--- config.mk ---
export PLATFORM = sky130hd
export DESIGN_NAME = trisc_datapath_flat
export DESIGN_NICKNAME = d
export VERILOG_FILES = /design/src/rtl/trisc_datapath_if.sv /design/src/rtl/trisc_datapath.sv /design/src/flat_wrapper.sv
export SDC_FILE = /design/constraint.sdc
export NUM_CORES = 1
export LEC_CHECK = 0
export ABC_CLOCK_PERIOD_IN_PS = 4600
export CORE_MARGIN = 2
export CORE_UTILIZATION = 40
export DETAILED_ROUTE_END_ITERATION = 10
export SYNTH_ARGS = -nofsm -noshare
export SYNTH_HDL_FRONTEND = slang
export SYNTH_SLANG_ARGS = --single-unit
--- constraint.sdc ---
create_clock -name Clock -period 4.6 [get_ports Clock]
set_input_delay 1.38 -clock Clock [delete_from_list [all_inputs] [get_ports Clock]]
set_output_delay 1.38 -clock Clock [all_outputs]
set_load 0.05 [all_outputs]
--- src/rtl/trisc_datapath_if.sv ---
// -----------------------------------------------------------------------------
// trisc_datapath_if
// Bundles the TRISC datapath's control/program inputs and its status outputs.
//   S          : 12-bit control word from the controller
//   prog_en    : program mode (datapath registers hold, S ignored)
//   prog_we    : program-mode memory write strobe
//   prog_addr  : program-mode write address
//   prog_data  : program-mode write data
//   I3..I0     : opcode nibble (IR[7:4]) back to the controller
//   ac, pc     : accumulator and program counter
//   zero       : zero flag
// master = controller / loader side, slave = datapath side.
// -----------------------------------------------------------------------------
interface trisc_datapath_if #(
   parameter int AW = 4,
   parameter int DW = 8
);
   logic [11:0]   S;
   logic          prog_en;
   logic          prog_we;
   logic [AW-1:0] prog_addr;
   logic [DW-1:0] prog_data;
   logic          I3;
   logic          I2;
   logic          I1;
   logic          I0;
   logic [DW-1:0] ac;
   logic [AW-1:0] pc;
   logic          zero;

   modport master (
      output S, prog_en, prog_we, prog_addr, prog_data,
      input  I3, I2, I1, I0, ac, pc, zero
   );

   modport slave (
      input  S, prog_en, prog_we, prog_addr, prog_data,
      output I3, I2, I1, I0, ac, pc, zero
   );
endinterface

--- src/rtl/trisc_datapath.sv ---
// -----------------------------------------------------------------------------
// trisc_datapath
// TRISC processor datapath: PC, MAR, memory read-address register, 2^AW x DW
// memory, MDR, IR, AC and zero flag, all driven by the controller's 12-bit
// control word. A program-load port fills memory while the processor is idle.
// Ports:
//   Clock  : system clock, rising edge
//   Resetn : asynchronous active-low reset (memory contents are kept)
//   bus    : trisc_datapath_if.slave (S, prog_*, I3..I0, ac, pc, zero)
// -----------------------------------------------------------------------------
module trisc_datapath #(
   parameter int AW = 4,
   parameter int DW = 8
) (
   input  logic              Clock,
   input  logic              Resetn,
   trisc_datapath_if.slave   bus
);
   // Control word bit positions
   localparam int S_PC_CLR = 11;
   localparam int S_MAR_PC = 10;
   localparam int S_MEM_RD = 9;
   localparam int S_MDR_LD = 8;
   localparam int S_IR_LD  = 7;
   localparam int S_PC_INC = 6;
   localparam int S_AC_INC = 5;
   localparam int S_AC_CLR = 4;
   localparam int S_AC_LD  = 3;
   localparam int S_Z_LD   = 2;
   localparam int S_MEM_WR = 1;
   localparam int S_PC_JMP = 0;

   localparam int            DEPTH  = 2 ** AW;
   localparam logic [AW-1:0] PC_ONE = AW'(1);
   localparam logic [DW-1:0] AC_ONE = DW'(1);

   logic [AW-1:0] pc_q,  pc_d;
   logic [AW-1:0] mar_q, mar_d;
   logic [AW-1:0] ra_q,  ra_d;    // memory read-address register
   logic [DW-1:0] mdr_q, mdr_d;
   logic [DW-1:0] ir_q,  ir_d;
   logic [DW-1:0] ac_q,  ac_d;
   logic          zero_q, zero_d;

   logic [DW-1:0] mem_q [DEPTH];

   logic [11:0]   s;
   logic          run;

   // Program mode masks the whole control word, so every register holds and
   // a controller MEM_WR can never race a program write.
   assign run = ~bus.prog_en;
   assign s   = run ? bus.S : 12'h000;

   // --------------------------------------------------------------------------
   // Next-state logic
   // --------------------------------------------------------------------------
   always_comb begin
      pc_d   = pc_q;
      mar_d  = mar_q;
      ra_d   = ra_q;
      mdr_d  = mdr_q;
      ir_d   = ir_q;
      ac_d   = ac_q;
      zero_d = zero_q;

      // PC: clear beats jump beats increment
      if (s[S_PC_CLR])
         pc_d = '0;
      else if (s[S_PC_JMP])
         pc_d = ir_q[AW-1:0];
      else if (s[S_PC_INC])
         pc_d = pc_q + PC_ONE;

      // MAR: when fetch asserts IR_LD the operand address must win, so the
      // MDR operand field takes precedence over a simultaneous MAR_PC.
      if (s[S_IR_LD])
         mar_d = mdr_q[AW-1:0];
      else if (s[S_MAR_PC])
         mar_d = pc_q;

      if (s[S_MEM_RD])
         ra_d = mar_q;

      // Registered read port: the pre-edge array contents are sampled, which
      // gives read-old-data when MEM_WR hits the same address this edge.
      if (s[S_MDR_LD])
         mdr_d = mem_q[ra_q];

      if (s[S_IR_LD])
         ir_d = mdr_q;

      // AC: clear beats load beats increment
      if (s[S_AC_CLR])
         ac_d = '0;
      else if (s[S_AC_LD])
         ac_d = mdr_q;
      else if (s[S_AC_INC])
         ac_d = ac_q + AC_ONE;

      // Flag reflects the value AC takes on this same edge
      if (s[S_Z_LD])
         zero_d = (ac_d == '0);
   end

   // --------------------------------------------------------------------------
   // Register file
   // --------------------------------------------------------------------------
   always_ff @(posedge Clock or negedge Resetn) begin
      if (!Resetn) begin
         pc_q   <= '0;
         mar_q  <= '0;
         ra_q   <= '0;
         mdr_q  <= '0;
         ir_q   <= '0;
         ac_q   <= '0;
         zero_q <= 1'b0;
      end else begin
         pc_q   <= pc_d;
         mar_q  <= mar_d;
         ra_q   <= ra_d;
         mdr_q  <= mdr_d;
         ir_q   <= ir_d;
         ac_q   <= ac_d;
         zero_q <= zero_d;
      end
   end

   // --------------------------------------------------------------------------
   // Memory array: no reset so it maps onto RAM primitives and a loaded
   // program survives a processor reset.
   // --------------------------------------------------------------------------
   always_ff @(posedge Clock) begin
      if (bus.prog_en) begin
         if (bus.prog_we)
            mem_q[bus.prog_addr] <= bus.prog_data;
      end else if (bus.S[S_MEM_WR]) begin
         mem_q[mar_q] <= ac_q;
      end
   end

   // --------------------------------------------------------------------------
   // Outputs (all registered values)
   // --------------------------------------------------------------------------
   assign bus.I3   = ir_q[DW-1];
   assign bus.I2   = ir_q[DW-2];
   assign bus.I1   = ir_q[DW-3];
   assign bus.I0   = ir_q[DW-4];
   assign bus.ac   = ac_q;
   assign bus.pc   = pc_q;
   assign bus.zero = zero_q;

endmodule
--- src/flat_wrapper.sv ---
// flat-port wrapper written by rule: the top's interface ports become plain ports
module trisc_datapath_flat 
#(
   parameter int AW = 4,
   parameter int DW = 8
)
  (Clock, Resetn, bus_S, bus_prog_en, bus_prog_we, bus_prog_addr, bus_prog_data, bus_I3, bus_I2, bus_I1, bus_I0, bus_ac, bus_pc, bus_zero);
  trisc_datapath_if #(.AW(AW), .DW(DW)) bus_i ();
  input  logic Clock;
  input  logic Resetn;
  input wire logic [$bits(bus_i.S)-1:0] bus_S;
  input wire logic [$bits(bus_i.prog_en)-1:0] bus_prog_en;
  input wire logic [$bits(bus_i.prog_we)-1:0] bus_prog_we;
  input wire logic [$bits(bus_i.prog_addr)-1:0] bus_prog_addr;
  input wire logic [$bits(bus_i.prog_data)-1:0] bus_prog_data;
  output wire logic [$bits(bus_i.I3)-1:0] bus_I3;
  output wire logic [$bits(bus_i.I2)-1:0] bus_I2;
  output wire logic [$bits(bus_i.I1)-1:0] bus_I1;
  output wire logic [$bits(bus_i.I0)-1:0] bus_I0;
  output wire logic [$bits(bus_i.ac)-1:0] bus_ac;
  output wire logic [$bits(bus_i.pc)-1:0] bus_pc;
  output wire logic [$bits(bus_i.zero)-1:0] bus_zero;
  assign bus_i.S = bus_S;
  assign bus_i.prog_en = bus_prog_en;
  assign bus_i.prog_we = bus_prog_we;
  assign bus_i.prog_addr = bus_prog_addr;
  assign bus_i.prog_data = bus_prog_data;
  assign bus_I3 = bus_i.I3;
  assign bus_I2 = bus_i.I2;
  assign bus_I1 = bus_i.I1;
  assign bus_I0 = bus_i.I0;
  assign bus_ac = bus_i.ac;
  assign bus_pc = bus_i.pc;
  assign bus_zero = bus_i.zero;
  trisc_datapath #(.AW(AW), .DW(DW)) u_core (.Clock(Clock), .Resetn(Resetn), .bus(bus_i));
endmodule
==> results.json <==
{
  "synth_simple_gate_area_frac": 0.0578,
  "num_antenna_cells": 0,
  "vias": 3893,
  "required_ns": 4.64,
  "final_area_um2": 8280,
  "ys_ff_latch": 165,
  "fin_skew_ns": 0.0129,
  "die_h_um": 137,
  "ys_types": 52,
  "status": "completed",
  "insertion_delay_ns": 0.42,
  "drive_gt1_frac": 0.196,
  "core-area_um2": 17300,
  "ir_worst_vdd_mv": 0.312,
  "rsz0062_at_grt": "no",
  "gp_congestion": 0.857,
  "min-delay-start": "u_core.ir_q[5]$_DFFE_PN0P_",
  "maxCapViolations": 0,
  "cts-htree-levels": 4,
  "regToRegEndpoint": "u_core.mdr_q[6]$_DFFE_PN0P_",
  "min_delay_path_depth": 1,
  "postSynthAreaPerCell_um2": 17.5,
  "synth.area.mux_share": 0.189,
  "final_nets": 488,
  "wl_met1_um": 6700,
  "nFillCells": 1454,
  "yosysWarnings": 0,
  "slowest_stage": "nor2_1",
  "finalSetupViolCount": 0,
  "antenna_found_initial": 0,
  "cts_sinks": 165,
  "crit_start": "bus_prog_en",
  "min_path_type": "reg -> reg",
  "maxSlewHeadroom": 0.288,
  "dp_hpwl_um": 10400,
  "post_cts_buffers": 0,
  "drtIter0Drc": 240,
  "power_density_nw_per_um2": 522,
  "synth-seq-area-share": 0.674,
  "rows": 48,
  "synth-compound-area-share": 0.0465,
  "yosysMostFrequentCell": "edfxtp_1",
  "ant_nets": 0,
  "drc_errors": 0,
  "grt_overflow_total": 0,
  "wl_met2_um": 7690,
  "max_stage_delay_ns": 0.71,
  "crit_family": "simple AND/OR/NAND/NOR gates",
  "path_buf_inv": 1,
  "synthArstFlopShare": 0.224,
  "synth_top_area_frac": 0.543,
  "path_clk_slew_ns": 0.06,
  "synth_top_family_by_area": "multiplexers",
  "cts_buffers": 17,
  "finalMaxSlewViolations": 0,
  "synthTopCellsByCount": "edfxtp_1 (128), dfrtp_1 (37), nor2_1 (28)",
  "worstPathCellList": "clkdlybuf4s50_1 -> nand2b_1 -> mux2i_1 -> nand2_1 -> nor2_1",
  "wl_met3_um": 841,
  "initial_core_util": 0.409,
  "synth_top_cell_by_area": "edfxtp_1",
  "port_buffers": 44,
  "ff2ff_path_depth": 3,
  "synth_fa_ha_area_frac": 0.00353,
  "yosys.area_share.xor_xnor": 0.00371,
  "clk_path_buf_depth": 2,
  "wl_per_cell_um": 22.2,
  "synth.area.top_cells": "edfxtp_1 (54%), dfrtp_1 (13%), mux4_2 (7.0%), mux4_1 (6.7%), mux2_2 (3.3%)",
  "tns_ns": 0,
  "cts_tree": "done",
  "rrSetupSlack_ns": 1.87,
  "synth_cells": 404,
  "io_pins": 45,
  "synth_area_um2": 7080,
  "fmax_mhz": 289,
  "top_layer_used": "met4",
  "track_usage": 0.177,
  "startpoint_type": "input pin",
  "end_kind": "register",
  "vias_per_cell": 5.60,
  "worst-path-stages": 5,
  "fin_crit_sh": 0.753,
  "syn_to_final_growth_pct": 16.9,
  "critical_path_class": "in -> reg",
  "worst_pin_slew_ns": 1.07,
  "cts_resized": 0,
  "synth_edf_count": 128,
  "ys.flop_type": "edfxtp_1",
  "r2r_start": "u_core.ra_q[0]$_DFFE_PN0P_",
  "dieWidth_um": 137,
  "grt_pass1_wl_um": 23400,
  "arrival_ns": 3.50,
  "endpoint": "u_core.mem_q[2][4]$_DFFE_PP_",
  "grt_max_degree": 38,
  "cp_max_fo": 13,
  "ctsHoldBuffers": 0,
  "die_area_um2": 18800,
  "grt_pass1_vias": 3884,
  "syn-num-nets": 434,
  "leakagePower_nw": 2.84,
  "routed_wl_um": 15400,
  "dpl-instance-area_um2": 7740,
  "fin_worst_hold_slack_ns": 0.507,
  "cts_root_buf": "clkbuf_16",
  "hold_viol_final": 0,
  "period_needed_ns": 3.46,
  "dr.pass1.iters": 4
}
placed cells by master, fill, tap and decap left out, drive strengths merged, types with 3 or more instances in the layout:
cell and n:
a21oi 6, a22oi 6, a31oi 4, buf 13, clkbuf 19, clkdlybuf4s50 43
clkinv 5, clkinvlp 5, dfrtp 37, edfxtp 128, inv 9, mux2 28
mux2i 3, mux4 40, nand2 18, nand2b 5, nor2 28, nor2b 5
nor3 6, nor3b 4, o21ai 19, o31ai 3
how the worst min path moves through the flow:
| stage | slack [ns] | to |
|---|---|---|
| global placement | 0.49 | u_core.ir_q[7]$_DFFE_PN0P_ |
| detailed placement | 0.50 | u_core.ir_q[5]$_DFFE_PN0P_ |
| finish | 0.51 | u_core.ir_q[5]$_DFFE_PN0P_ |
| global route | 0.53 | u_core.ir_q[6]$_DFFE_PN0P_ |
| CTS | 0.51 | u_core.ir_q[5]$_DFFE_PN0P_ |
| floorplan | 0.48 | u_core.ir_q[1]$_DFFE_PN0P_ |
flip-flops by register name, summed over array words and instances (netlist names):
name,flops
u_core.bus.ac,8
u_core.ra_q,4
u_core.ir_q,8
u_core.bus.pc,4
u_core.mem_q,128
u_core.mdr_q,8
u_core.bus.zero,1
u_core.mar_q,4
stage by stage:
| stage | instances | power [mW] | utilization | worst slack (ns) |
|---|---|---|---|---|
| after floorplan | 404 | 2.74 | - | 1.42 |
| after global placement | 664 | 3.06 | 0.447 | 0.833 |
| after detailed placement | 664 | 3.08 | 0.447 | 0.720 |
| after CTS | 695 | 4.37 | 0.479 | 1.16 |
| after global routing | 695 | 4.51 | 0.479 | 1.00 |
| final | 695 | 4.32 | 0.479 | 1.14 |
cell type report:
| type | instances | area, um^2 | share of cell area |
|---|---|---|---|
| clock buffer | 19 | 433 | 0.0523 |
| clock inverter | 12 | 108 | 0.0130 |
| inverter | 8 | 30.0 | 0.00363 |
| multi-input combinational | 210 | 2130 | 0.257 |
| sequential | 165 | 4770 | 0.576 |
| tap | 225 | 282 | 0.0340 |
| timing repair buffer | 56 | 526 | 0.0635 |
power by group:
part           switching, mW  internal, mW
Clock                  0.556         0.739
Combinational          0.491         0.514
Sequential             0.236          1.79
cells by family after synthesis:
group	after synthesis
fa+ha+maj	2
mux	71
buf+inv	29
flops	165
simple gates	82
compound gates	52
xor+xnor	3
routing by layer:
metal | track usage | vias to the layer above
li1 | - | 1736
met1 | 0.237 | 2018
met2 | 0.286 | 126
met3 | 0.0426 | 13
met4 | 0.0556 | 0
met5 | 0 | -
No activity file was read; power rests on OpenSTA's default activity.
